==> config.mk <==
export PLATFORM = sky130hd
export DESIGN_NAME = hood_mode_fsm
export DESIGN_NICKNAME = d
export VERILOG_FILES = /design/src/rtl/hood_mode_fsm.sv
export SDC_FILE = /design/constraint.sdc
export NUM_CORES = 1
export LEC_CHECK = 0
export CELL_PAD_IN_SITES_DETAIL_PLACEMENT = 1
export CELL_PAD_IN_SITES_GLOBAL_PLACEMENT = 1
export CORE_ASPECT_RATIO = 0.5
export CORE_MARGIN = 2
export CORE_UTILIZATION = 47
export DETAILED_ROUTE_END_ITERATION = 10
export PLACE_DENSITY = 0.91
export SETUP_SLACK_MARGIN = 0.4
export SLEW_MARGIN = 20
export SYNTH_ARGS = -nofsm -noshare
export SYNTH_HDL_FRONTEND = slang
export SYNTH_SLANG_ARGS = --single-unit
==> constraint.sdc <==
create_clock -name clk_100Hz -period 5.9 [get_ports clk_100Hz]
set_input_delay 0.59 -clock clk_100Hz [delete_from_list [all_inputs] [get_ports clk_100Hz]]
set_output_delay 0.59 -clock clk_100Hz [all_outputs]
set_load 0.02 [all_outputs]
==> src/rtl/hood_mode_fsm.sv <==
// Range-hood mode controller on the 100 Hz tick: menu debounce/press classification, mode FSM,
// turbo/cleaning timers. Define HOOD_CLEAN_REMIND_EN to build the cumulative clean reminder.
module hood_mode_fsm #(
  parameter int unsigned NUM_LEVELS       = 3,
  parameter int unsigned TICKS_PER_SEC    = 100,
  parameter int unsigned CLEAN_SEC        = 180,
  parameter int unsigned TURBO_SEC        = 60,
  parameter int unsigned TURBO_FALLBACK   = 0,
  parameter int unsigned DEBOUNCE_TICKS   = 2,
  parameter int unsigned LONG_PRESS_TICKS = 300,
  parameter int unsigned REMIND_SEC       = 36000,
  localparam int unsigned LW              = $clog2(NUM_LEVELS + 1)
) (
  input  logic          clk_100Hz,
  input  logic          reset,
  input  logic          power_on,
  input  logic          factory_reset,
  input  logic          menu,
  input  logic          req_clean,
  input  logic [LW-1:0] req_level,
  output logic [1:0]    state,
  output logic [LW-1:0] level,
  output logic [15:0]   remain_sec,
  output logic          clean_done,
  output logic          clean_remind
);

  localparam int unsigned TW = (TICKS_PER_SEC > 1) ? $clog2(TICKS_PER_SEC) : 1;
  localparam int unsigned DW = $clog2(DEBOUNCE_TICKS + 1);
  localparam int unsigned HW = $clog2(LONG_PRESS_TICKS + 1);

  localparam logic [TW-1:0] TickMax   = TW'(TICKS_PER_SEC - 1);
  localparam logic [DW-1:0] DbLast    = DW'(DEBOUNCE_TICKS - 1);
  localparam logic [HW-1:0] HoldMax   = HW'(LONG_PRESS_TICKS);
  localparam logic [HW-1:0] HoldLast  = HW'(LONG_PRESS_TICKS - 1);
  localparam logic [LW-1:0] LvlTop    = LW'(NUM_LEVELS);
  localparam logic [LW-1:0] LvlFb     = LW'(NUM_LEVELS - 1);
  localparam logic [15:0]   CleanLoad = 16'(CLEAN_SEC);
  localparam logic [15:0]   TurboLoad = 16'(TURBO_SEC);

  typedef enum logic [1:0] {
    StOff      = 2'b00,
    StStandby  = 2'b01,
    StSmoking  = 2'b10,
    StCleaning = 2'b11
  } state_e;

  // ---------------------------------------------------------------------------------------------
  // Menu front end
  // ---------------------------------------------------------------------------------------------
  logic          sync1_q, sync2_q;
  logic          db_q, db_d;
  logic [DW-1:0] db_cnt_q, db_cnt_d;
  logic [HW-1:0] hold_q, hold_d;
  logic          long_fired_q, long_fired_d;
  logic [1:0]    fill_q, fill_d;
  logic          armed_q, armed_d;
  logic          short_ev_q, short_ev_d;
  logic          long_ev_q, long_ev_d;
  logic          db_fall, long_now;

  always_comb begin
    db_d         = db_q;
    db_cnt_d     = '0;
    hold_d       = '0;
    long_fired_d = long_fired_q;
    fill_d       = fill_q;
    armed_d      = armed_q;
    short_ev_d   = 1'b0;
    long_ev_d    = 1'b0;

    if (fill_q != 2'd2) fill_d = fill_q + 2'd1;

    if (sync2_q != db_q) begin
      if (db_cnt_q == DbLast) db_d = sync2_q;
      else                    db_cnt_d = db_cnt_q + DW'(1);
    end

    db_fall  = db_q && !sync2_q && (db_cnt_q == DbLast);
    long_now = db_q && (hold_q == HoldLast);

    if (db_q) hold_d = (hold_q == HoldMax) ? hold_q : hold_q + HW'(1);

    if (long_now) long_fired_d = 1'b1;
    if (db_fall)  long_fired_d = 1'b0;

    // A press held across reset release stays disarmed until the button is seen released.
    if ((fill_q == 2'd2) && !sync2_q && !db_q) armed_d = 1'b1;

    long_ev_d  = armed_q && long_now;
    short_ev_d = armed_q && db_fall && !long_fired_q && !long_now;
  end

  always_ff @(posedge clk_100Hz or posedge reset) begin
    if (reset) begin
      sync1_q      <= 1'b0;
      sync2_q      <= 1'b0;
      db_q         <= 1'b0;
      db_cnt_q     <= '0;
      hold_q       <= '0;
      long_fired_q <= 1'b0;
      fill_q       <= 2'd0;
      armed_q      <= 1'b0;
      short_ev_q   <= 1'b0;
      long_ev_q    <= 1'b0;
    end else begin
      sync1_q      <= menu;
      sync2_q      <= sync1_q;
      db_q         <= db_d;
      db_cnt_q     <= db_cnt_d;
      hold_q       <= hold_d;
      long_fired_q <= long_fired_d;
      fill_q       <= fill_d;
      armed_q      <= armed_d;
      short_ev_q   <= short_ev_d;
      long_ev_q    <= long_ev_d;
    end
  end

  // ---------------------------------------------------------------------------------------------
  // Mode state machine and timers
  // ---------------------------------------------------------------------------------------------
  state_e        state_q, state_d;
  logic [LW-1:0] level_q, level_d;
  logic [15:0]   remain_q, remain_d;
  logic [TW-1:0] tick_q, tick_d;
  logic          clean_done_q, clean_done_d;
  logic          timed, wrap, expire;

  always_comb begin
    state_d      = state_q;
    level_d      = level_q;
    remain_d     = remain_q;
    tick_d       = tick_q;
    clean_done_d = 1'b0;

    timed  = (state_q == StCleaning) || ((state_q == StSmoking) && (level_q == LvlTop));
    wrap   = (tick_q == TickMax);
    expire = timed && wrap && (remain_q == 16'd1);

    if (timed) begin
      if (wrap) begin
        tick_d   = '0;
        remain_d = remain_q - 16'd1;
      end else begin
        tick_d = tick_q + TW'(1);
      end
    end

    if (!power_on) begin
      state_d  = StOff;
      level_d  = '0;
      remain_d = '0;
      tick_d   = '0;
    end else if (factory_reset) begin
      state_d  = StStandby;
      level_d  = '0;
      remain_d = '0;
      tick_d   = '0;
    end else begin
      unique case (state_q)
        StOff: begin
          state_d = StStandby;
        end
        StStandby: begin
          if (short_ev_q) begin
            if (req_clean) begin
              state_d  = StCleaning;
              remain_d = CleanLoad;
              tick_d   = '0;
            end else if ((req_level != '0) && (req_level <= LvlTop)) begin
              state_d  = StSmoking;
              level_d  = req_level;
              tick_d   = '0;
              remain_d = (req_level == LvlTop) ? TurboLoad : 16'd0;
            end
          end
        end
        StSmoking: begin
          if (level_q == LvlTop) begin
            // Expiry wins over a coincident long press; turbo ignores short presses.
            if (expire) begin
              remain_d = '0;
              tick_d   = '0;
              if (TURBO_FALLBACK != 0) begin
                level_d = LvlFb;
              end else begin
                state_d = StStandby;
                level_d = '0;
              end
            end else if (long_ev_q) begin
              state_d  = StStandby;
              level_d  = '0;
              remain_d = '0;
              tick_d   = '0;
            end
          end else if (short_ev_q) begin
            state_d = StStandby;
            level_d = '0;
          end
        end
        StCleaning: begin
          if (expire) begin
            state_d      = StStandby;
            remain_d     = '0;
            tick_d       = '0;
            clean_done_d = 1'b1;
          end else if (long_ev_q) begin
            state_d  = StStandby;
            remain_d = '0;
            tick_d   = '0;
          end
        end
        default: begin
          state_d = StOff;
        end
      endcase
    end
  end

  always_ff @(posedge clk_100Hz or posedge reset) begin
    if (reset) begin
      state_q      <= StOff;
      level_q      <= '0;
      remain_q     <= '0;
      tick_q       <= '0;
      clean_done_q <= 1'b0;
    end else begin
      state_q      <= state_d;
      level_q      <= level_d;
      remain_q     <= remain_d;
      tick_q       <= tick_d;
      clean_done_q <= clean_done_d;
    end
  end

  assign state      = state_q;
  assign level      = level_q;
  assign remain_sec = remain_q;
  assign clean_done = clean_done_q;

  // ---------------------------------------------------------------------------------------------
  // Clean reminder
  // ---------------------------------------------------------------------------------------------
`ifdef HOOD_CLEAN_REMIND_EN
  localparam logic [31:0] RemindCnt = 32'(REMIND_SEC);

  logic [31:0]   acc_q, acc_d;
  logic [TW-1:0] sec_q, sec_d;
  logic          remind_q, remind_d;

  always_comb begin
    acc_d = acc_q;
    sec_d = '0;
    // Power-off leaves the accumulator intact; only the sub-second prescaler is dropped.
    if (power_on) begin
      if (factory_reset || clean_done_d) begin
        acc_d = '0;
      end else if (state_q == StSmoking) begin
        if (sec_q == TickMax) begin
          if (acc_q != '1) acc_d = acc_q + 32'd1;
        end else begin
          sec_d = sec_q + TW'(1);
        end
      end
    end
    remind_d = (acc_d >= RemindCnt);
  end

  always_ff @(posedge clk_100Hz or posedge reset) begin
    if (reset) begin
      acc_q    <= '0;
      sec_q    <= '0;
      remind_q <= 1'b0;
    end else begin
      acc_q    <= acc_d;
      sec_q    <= sec_d;
      remind_q <= remind_d;
    end
  end

  assign clean_remind = remind_q;
`else
  logic unused_remind_cfg;
  assign unused_remind_cfg = ^REMIND_SEC;
  assign clean_remind      = 1'b0;
`endif

endmodule

=== Yosys cells after proc, flatten, opt, wreduce, memory -nomap -nowiden ===
Cells that the tools add are included.

* Add/subtract/negate cells: 5
* $lt $le $gt $ge: 1
* Equal/unequal tests: 21
* Multiplexer cells: 53
* Reductions and logical operators: 24

{| class="wikitable"
|+ Operators by type and width
! cell !! number
|-
| $mux W16 || 10
|-
| $mux W7 || 10
|-
| $pmux W16 S3 || 1
|-
| $mux W2 || 20
|-
| $pmux W7 S3 || 1
|-
| $eq A9 B9 Y1 const B || 2
|-
| $mux W9 || 2
|-
| $eq A16 B1 Y1 const B || 1
|-
| $sub A16 B1 Y16 const B || 1
|-
| $logic_and A1 B1 Y1 || 13
|-
| $ne A4 B4 Y1 const B || 3
|-
| $eq A2 B2 Y1 const B || 5
|-
| $add A9 B1 Y9 const B || 1
|-
| $pmux W2 S4 || 1
|-
| $add A7 B1 Y7 const B || 1
|-
| $eq A7 B7 Y1 const B || 1
|-
| $mux W1 || 6
|-
| $mux W6 || 1
|-
| $ne A6 B6 Y1 const B || 1
|-
| $reduce_and A6 Y1 || 1
|-
| $ne A5 B4 Y1 const B || 1
|-
| $ne A5 B5 Y1 const B || 1
|-
| $add A2 B1 Y2 const B || 2
|-
| $eq A2 B1 Y1 const B || 2
|-
| 11 further kinds || 16
|}

* Register bits: 48
* Logic and storage cells: 119

=== Longest topological paths before layout ===
Gate-level depths: netlist (run 1).

* Depth in word-level cells: 10
* Depth in mapped cells: 9

=== Least setup slack after synthesis (run 1) ===
OpenSTA, ideal clock, no wires.

* Kind: register -> register
* From: reg state_q[0], in the netlist state[0]
* To: reg remain_q[7], in the netlist remain_sec[7]
* Arrival: 2,045 ps
* Setup slack: 3,761 ps
* Cell stages (with the launch flop): 8
* Cells stage by stage: dfrtp_1 inv_1 ha_1 a31oi_1 nor3_2 and3_1 o31a_1 a221oi_2

* Longest elaborated chain between the ends: 10
* Elaborated cells between the ends (all ways): 17
* Those cells by class: eq/ne (3); mux (10); reduce/logical (4)

{| class="wikitable"
|+ RTL lines
! item !! line !! text
|-
| from (decl) || 123 || <nowiki>state_e state_q, state_d;</nowiki>
|-
| from (signal assigned) || 223 || <nowiki>state_q <= StOff;</nowiki>
|-
| from (signal assigned) || 229 || <nowiki>state_q <= state_d;</nowiki>
|-
| $eq A2 B2 Y1 || 137, 161 ||
|-
| $logic_and A1 B1 Y1 || 137 || <nowiki>timed = (state_q == StCleaning) || ((state_q == StSmoking) && (level_q == LvlTop));</nowiki>
|-
| $logic_or A1 B1 Y1 || 137 ||
|-
| $mux W16 / $logic_and A1 B1 Y1 (equally long branches) || 141, 139 ||
|-
| $mux W16, or another cell as far along || 191, 208 ||
|-
| $mux W16, on equally long branches || 182, 167 ||
|-
| $mux W16, on equally long branches || 180, 166 ||
|-
| $pmux W16 S3 (*) || 161 || <nowiki>unique case (state_q)</nowiki>
|-
| $mux W16 (*) || 155 || <nowiki>end else if (factory_reset) begin</nowiki>
|-
| $mux W16 (*) || 150 || <nowiki>if (!power_on) begin</nowiki>
|-
| net remain_d[7] || 125 || <nowiki>logic [15:0] remain_q, remain_d;</nowiki>
|-
| to (signal assigned) || 231 || <nowiki>remain_q <= remain_d;</nowiki>
|-
| to (decl) || 125 ||
|}

Mark *: on every way through the listed nets, which the timed path passes. The rest lies on a longest branch.
A chain may end at the register's enable or synchronous reset.

=== Worst setup path after layout (run 1) ===
Ends and elaborated chain as after synthesis.

==> results.toml, run 1 <==
[status]
outcome = "finished clean"

[worst_setup_path]
path_max_fanout = 20
critPathArrivalTime_ps = 2880
critical_path_class = "flop to flop"
cp-end-kind = "flop"
path_cells = "inv_1, ha_1, a31oi_1, nor3_4, and3_1, o31a_1, a221oi_2"
worstPathRequired_ps = 6070
cp-start-kind = "flop"
cp_slowest_cell = "nor3_4"
slowest_delay_ps = 740

[synthesis]
synth_cells = 274
synth_seq_cells = 48
ys_warn_count = 0
synthFlopType = "dfrtp_1"
ys_seq_area_share_pct = 45.41
synthesis.area_um2 = 2645
synthDistinctLibCells = 47
avgSynthCellArea_um2 = 9.653
async_flop_share_pct = 100.0
ys_top_cells_by_area = "dfrtp_1 (45%), nor2_1 (6.8%), ha_1 (5.7%)"
synth_edf_count = 0
yosysTopAreaCell = "dfrtp_1"
syn_nets = 294
synth_top_area_share_pct = 45.41
synth_common_cells = "dfrtp_1 (48), nor2_1 (48), xor2_1 (17)"

[drt]
drt.antenna.violating_nets = 0
avgViaCountPerCell = 5.831
drt_drc_violations_left = 0
initialDrtViolationCount = 122
via_count = 2204
avgRoutedWirePerCell_um = 17.98
first_pass_iters = 4
wl_mm = 6.797

[placement]
dp.cells = 370
place_congestion = 0.8463
placed_area_um2 = 2975
port_buffers = 28
dpl.hpwl_mm = 4.559

[min_path]
worstHoldPathType = "flop to flop"

[floorplanning]
die_area_um2 = 6280
die_w_um = 110.1
num_rows = 19
coreArea_um2 = 5444
io_pins = 30
start_util_pct = 48.59
die_y_um = 57.05

[power_and_ir_drop]
pwr-share-seq_pct = 50.0
p_int_mw = 0.5280
p_comb_share_pct = 15.6
p_per_area_nw_per_um2 = 235.7
p_switching_mw = 0.2035
power_mw = 0.7316
swShare_pct = 27.82
ir_worst_vdd_mv = 0.1526
leakage_nw = 1.309
p_clk_share_pct = 34.3

[clock_tree]
path_clk_slew_ps = 90
cts_hold_repair.buffers = 0
cts_resized = 0
cts_buffers = 5
postCtsSetupRepairBufs = 0
clk_latency_ps = 300
clock_sinks = 48
cts_tree = "built"
htree_levels = 2
cts-root-buf = "clkbuf_8"
clk_path_buf_depth = 2

[cells_and_area]
area_delta_synth_final_pct = 17.36
final_area_um2 = 3104
layout-drive-gt1-share_pct = 6.230
instances_no_fill = 378
final_nets = 324
diodes = 0
fin_util_pct = 57.02

[grt]
antenna_found_initial = 0
grt_pass1_wl_mm = 11.56
grt-ovfl-total = 0
grt_pass1_vias = 2438
grt_max_degree = 49
grt_use_total_pct = 23.77

[timing]
final_max_slew_viol_count = 0
fin_crit_sh_pct = 45.95
setup_tns_ps = 0
worst_pin_slew_ps = 849.1
hold_violations = 0
clock_skew_ps = 5.245
slew-limit-headroom_pct = 43.39
fmax_mhz = 368.9
rsz0062_at_grt = "no"
setup_viol = 0
period_minus_slack_ps = 2711

[flow_run]
maxCapViolCount = 0
## cell type report
cell class / instances / area (um^2)
clock buffer: 6 / 82.58
sequential: 48 / 1201
inverter: 13 / 50.05
clock inverter: 2 / 38.79
tap: 73 / 91.34
multi-input combinational: 208 / 1360
timing repair buffer: 28 / 280.3
fill: 638 / 2340
## cells in the final DEF, fill, tap and decap left out, drive strengths merged, types with 5 or more instances in the layout
cell	instances
nor2	49
dfrtp	48
clkdlybuf4s50	28
xor2	17
nand2	14
nand4	14
a21oi	12
ha	12
inv	11
nand3	10
o21ai	9
xnor2	9
nor3	7
clkbuf	6
mux2i	5
## per-stage QoR
step | setup slack, ps | hold WS, ps
after floorplan | 3761 | 331.2
after global placement | 3202 | 333.6
after detailed placement | 3025 | 346.5
after CTS | 2878 | 367.9
after global routing | 2950 | 390.0
final | 3189 | 361.3
## layer usage
layer / up-vias / share of wire (%) / global-route usage, %
met3: 15 / 3.3 / 4.571
met2: 42 / 51 / 41.81
met1: 1127 / 44 / 29.53
li1: 1020 / - / -
met5: - / 0 / 0
met4: 0 / 2.0 / 8.393
## flip-flops by register name, summed over array words and instances (netlist names)
register and flops:
state 2, tick_q 7, long_ev_q 1, long_fired_q 1, short_ev_q 1, armed_q 1
sync2_q 1, db_cnt_q 2, clean_done 1, hold_q 9, level 2, db_q 1
remain_sec 16, sync1_q 1, fill_q 2
## cell families (layout without fill, tap and decap cells)
group	Yosys count	in the layout	share of synthesized area, %
AO/OA/AOI/OAI	39	39	9.839
XOR/XNOR	26	26	8.609
adder cells (fa/ha/maj)	12	12	5.676
buffers and inverters	18	49	3.405
flip-flops	48	48	45.41
multiplexers	5	5	1.892
other	1	1	0.1418
AND/OR/NAND/NOR	125	125	25.02
## final timing paths
check | startpoint | to | slack (ps) | depth (start not counted)
setup / recovery | state[0]$_DFFE_PP0P_ | remain_sec[7]$_DFF_PP0_ | 3190 | 7
hold / removal | sync1_q$_DFF_PP0_ | sync2_q$_DFF_PP0_ | 360 | 0
setup reg to reg | state[0]$_DFFE_PP0P_ | remain_sec[7]$_DFF_PP0_ | 3190 | 7
hold reg to reg | sync1_q$_DFF_PP0_ | sync2_q$_DFF_PP0_ | 360 | 0
max in group asynchronous | reset | hold_q[1]$_DFFE_PP0P_ | 4650 | 2
min in group asynchronous | reset | hold_q[3]$_DFFE_PP0P_ | 740 | 2
## critical path: cells and delay by family (launching register included)
family	cells	cell delay [ps]
DFF	1	450
and+or+nand+nor	2	1060
buffers and inverters	1	160
AOI/OAI and AO/OA	3	590
adders and majority gates	1	320
## power groups by stage
stage | clock (mW) | combinational [mW] | sequential (mW)
3_5_place_dp | 0 | 0.115 | 0.373
2_1_floorplan | 0 | 0.0817 | 0.369
6_report | 0.251 | 0.114 | 0.366
5_1_grt | 0.272 | 0.133 | 0.369
3_3_place_gp | 0 | 0.111 | 0.370
4_1_cts | 0.256 | 0.117 | 0.366
Power figures use the tool's default switching activity.
==> run 2, diff against run 1 <==
- CORE_UTILIZATION: 47 -> 43
- PLACE_DENSITY: 0.91 -> 0.85
- clock period: 5.9 -> 2.7 ns (I/O delays scaled with it)
==> results.toml, run 2 (synthesis gave the netlist of run 1 again) <==
[status]
outcome = "finished clean"

[worst_setup_path]
critical_path_class = "flop to flop"
critPathArrivalTime_ps = 2380
cp-end-kind = "flop"
path_max_fanout = 7
cp-start-kind = "flop"
worstPathRequired_ps = 2850

[clock_tree]
cts_hold_repair.buffers = 0
htree_levels = 2
cts-root-buf = "clkbuf_16"
clk_latency_ps = 290
clock_sinks = 48
clk_path_buf_depth = 2
path_clk_slew_ps = 60
cts_buffers = 5
cts_tree = "built"

[cells_and_area]
largest_reg_flops = 16
final_cell_mix = "nor2_1 (48), dfrtp_1 (48), clkdlybuf4s50_1 (28), xor2_1 (17)"
final_nets = 330
final_area_um2 = 3253
layout-drive-gt1-share_pct = 8.682
n_fill_cell = 688
area_delta_synth_final_pct = 22.99
diodes = 0

[grt]
grt_use_total_pct = 21.07
grt_max_degree = 49
grt_pass1_wl_mm = 11.08
grt-ovfl-total = 0
grt_pass1_vias = 2236
antenna_found_initial = 0

[floorplanning]
start_util_pct = 44.04
die_y_um = 59.46
num_rows = 20
coreArea_um2 = 6006
die_w_um = 114.9
die_area_um2 = 6833
io_pins = 30

[timing]
hold_violations = 0
slew-limit-headroom_pct = 58.53
fin_crit_sh_pct = 82.51
setup_tns_ps = 0
period_minus_slack_ps = 2228
fmax_mhz = 448.9
rsz0062_at_grt = "no"
clock_skew_ps = 9.016
final_max_slew_viol_count = 0
setup_viol = 0
worst_pin_slew_ps = 622.0

[placement]
placed_area_um2 = 3003
dpl.hpwl_mm = 4.654
port_buffers = 28
place_congestion = 0.8313

[power_and_ir_drop]
pwr-share-seq_pct = 44.0
p_comb_share_pct = 15.1
leakage_nw = 1.372
ir_worst_vdd_mv = 0.3002
swShare_pct = 27.11
p_switching_mw = 0.4941
p_clk_share_pct = 40.8
p_int_mw = 1.328
p_per_area_nw_per_um2 = 560.2

[drt]
via_count = 2204
initialDrtViolationCount = 104
drt_drc_violations_left = 0
first_pass_iters = 4
drt.antenna.violating_nets = 0
avgRoutedWirePerCell_um = 17.59
wl_mm = 6.824
avgViaCountPerCell = 5.680

[min_path]
worstHoldPathType = "flop to flop"

[flow_run]
maxCapViolCount = 0
[run 2: final cells by class]
cell class                 count  area (um^2)  area share, %
multi-input combinational    208         1388          42.65
tap                           77        96.34          2.962
clock inverter                 2        38.79          1.192
clock buffer                   6        138.9          4.269
inverter                      13        48.80          1.500
timing repair buffer          34        341.6          10.50
sequential                    48         1201          36.92
[run 2: per-layer routing]
metal | track usage, % | vias up | share of wire (%)
met1 | 27.80 | 1123 | 47
met3 | 4.294 | 13 | 2.6
met5 | 0 | - | 0
li1 | - | 1034 | -
met4 | 7.401 | 0 | 1.8
met2 | 35.13 | 34 | 49
[run 2: per-stage QoR]
stage          hold slack (ps)  util, %  setup slack (ps)  std cells  total power, mW
6_report                 350.4    54.17             472.3        388            1.822
2_1_floorplan            301.4        -             561.4        274           0.9858
3_3_place_gp             334.4    50.00             426.5        377            1.053
4_1_cts                  357.1    53.75             378.7        388            1.840
3_5_place_dp             341.8    50.00             244.0        377            1.076
5_1_grt                  365.8    54.17             405.7        388            1.900
[run 2: power groups by stage]
stage          clock [mW]  sequential (mW)  combinational, mW
4_1_cts             0.764            0.801              0.275
3_5_place_dp            0            0.814              0.262
3_3_place_gp            0            0.809              0.243
2_1_floorplan           0            0.807              0.179
5_1_grt             0.783            0.809              0.308
6_report            0.744            0.802              0.276
[run 2: worst max-delay path: stages (launching register included)]
cell	delay, ps
dfrtp_1	420
or4_1	640
nor2_1	460
and3_1	270
o31a_1	210
a221oi_2	90
[run 2: path summary, 6_finish.rpt]
path | startpoint | end | slack [ps] | depth (start not counted)
worst max-delay path | remain_sec[7]$_DFF_PP0_ | remain_sec[7]$_DFF_PP0_ | 470 | 5
worst min-delay path | sync1_q$_DFF_PP0_ | sync2_q$_DFF_PP0_ | 350 | 0
worst max register to register | remain_sec[7]$_DFF_PP0_ | remain_sec[7]$_DFF_PP0_ | 470 | 5
worst min register to register | sync1_q$_DFF_PP0_ | sync2_q$_DFF_PP0_ | 350 | 0
max in group asynchronous | reset | remain_sec[2]$_DFF_PP0_ | 1820 | 3
min in group asynchronous | reset | hold_q[3]$_DFFE_PP0P_ | 450 | 3
[run 2: repair_timing]
action,in CTS,in global routing
setup endpoints to repair,24,25
hold endpoints to repair,0,0
pin swaps,2,1
gates resized for setup,3,4
setup buffers,3,0
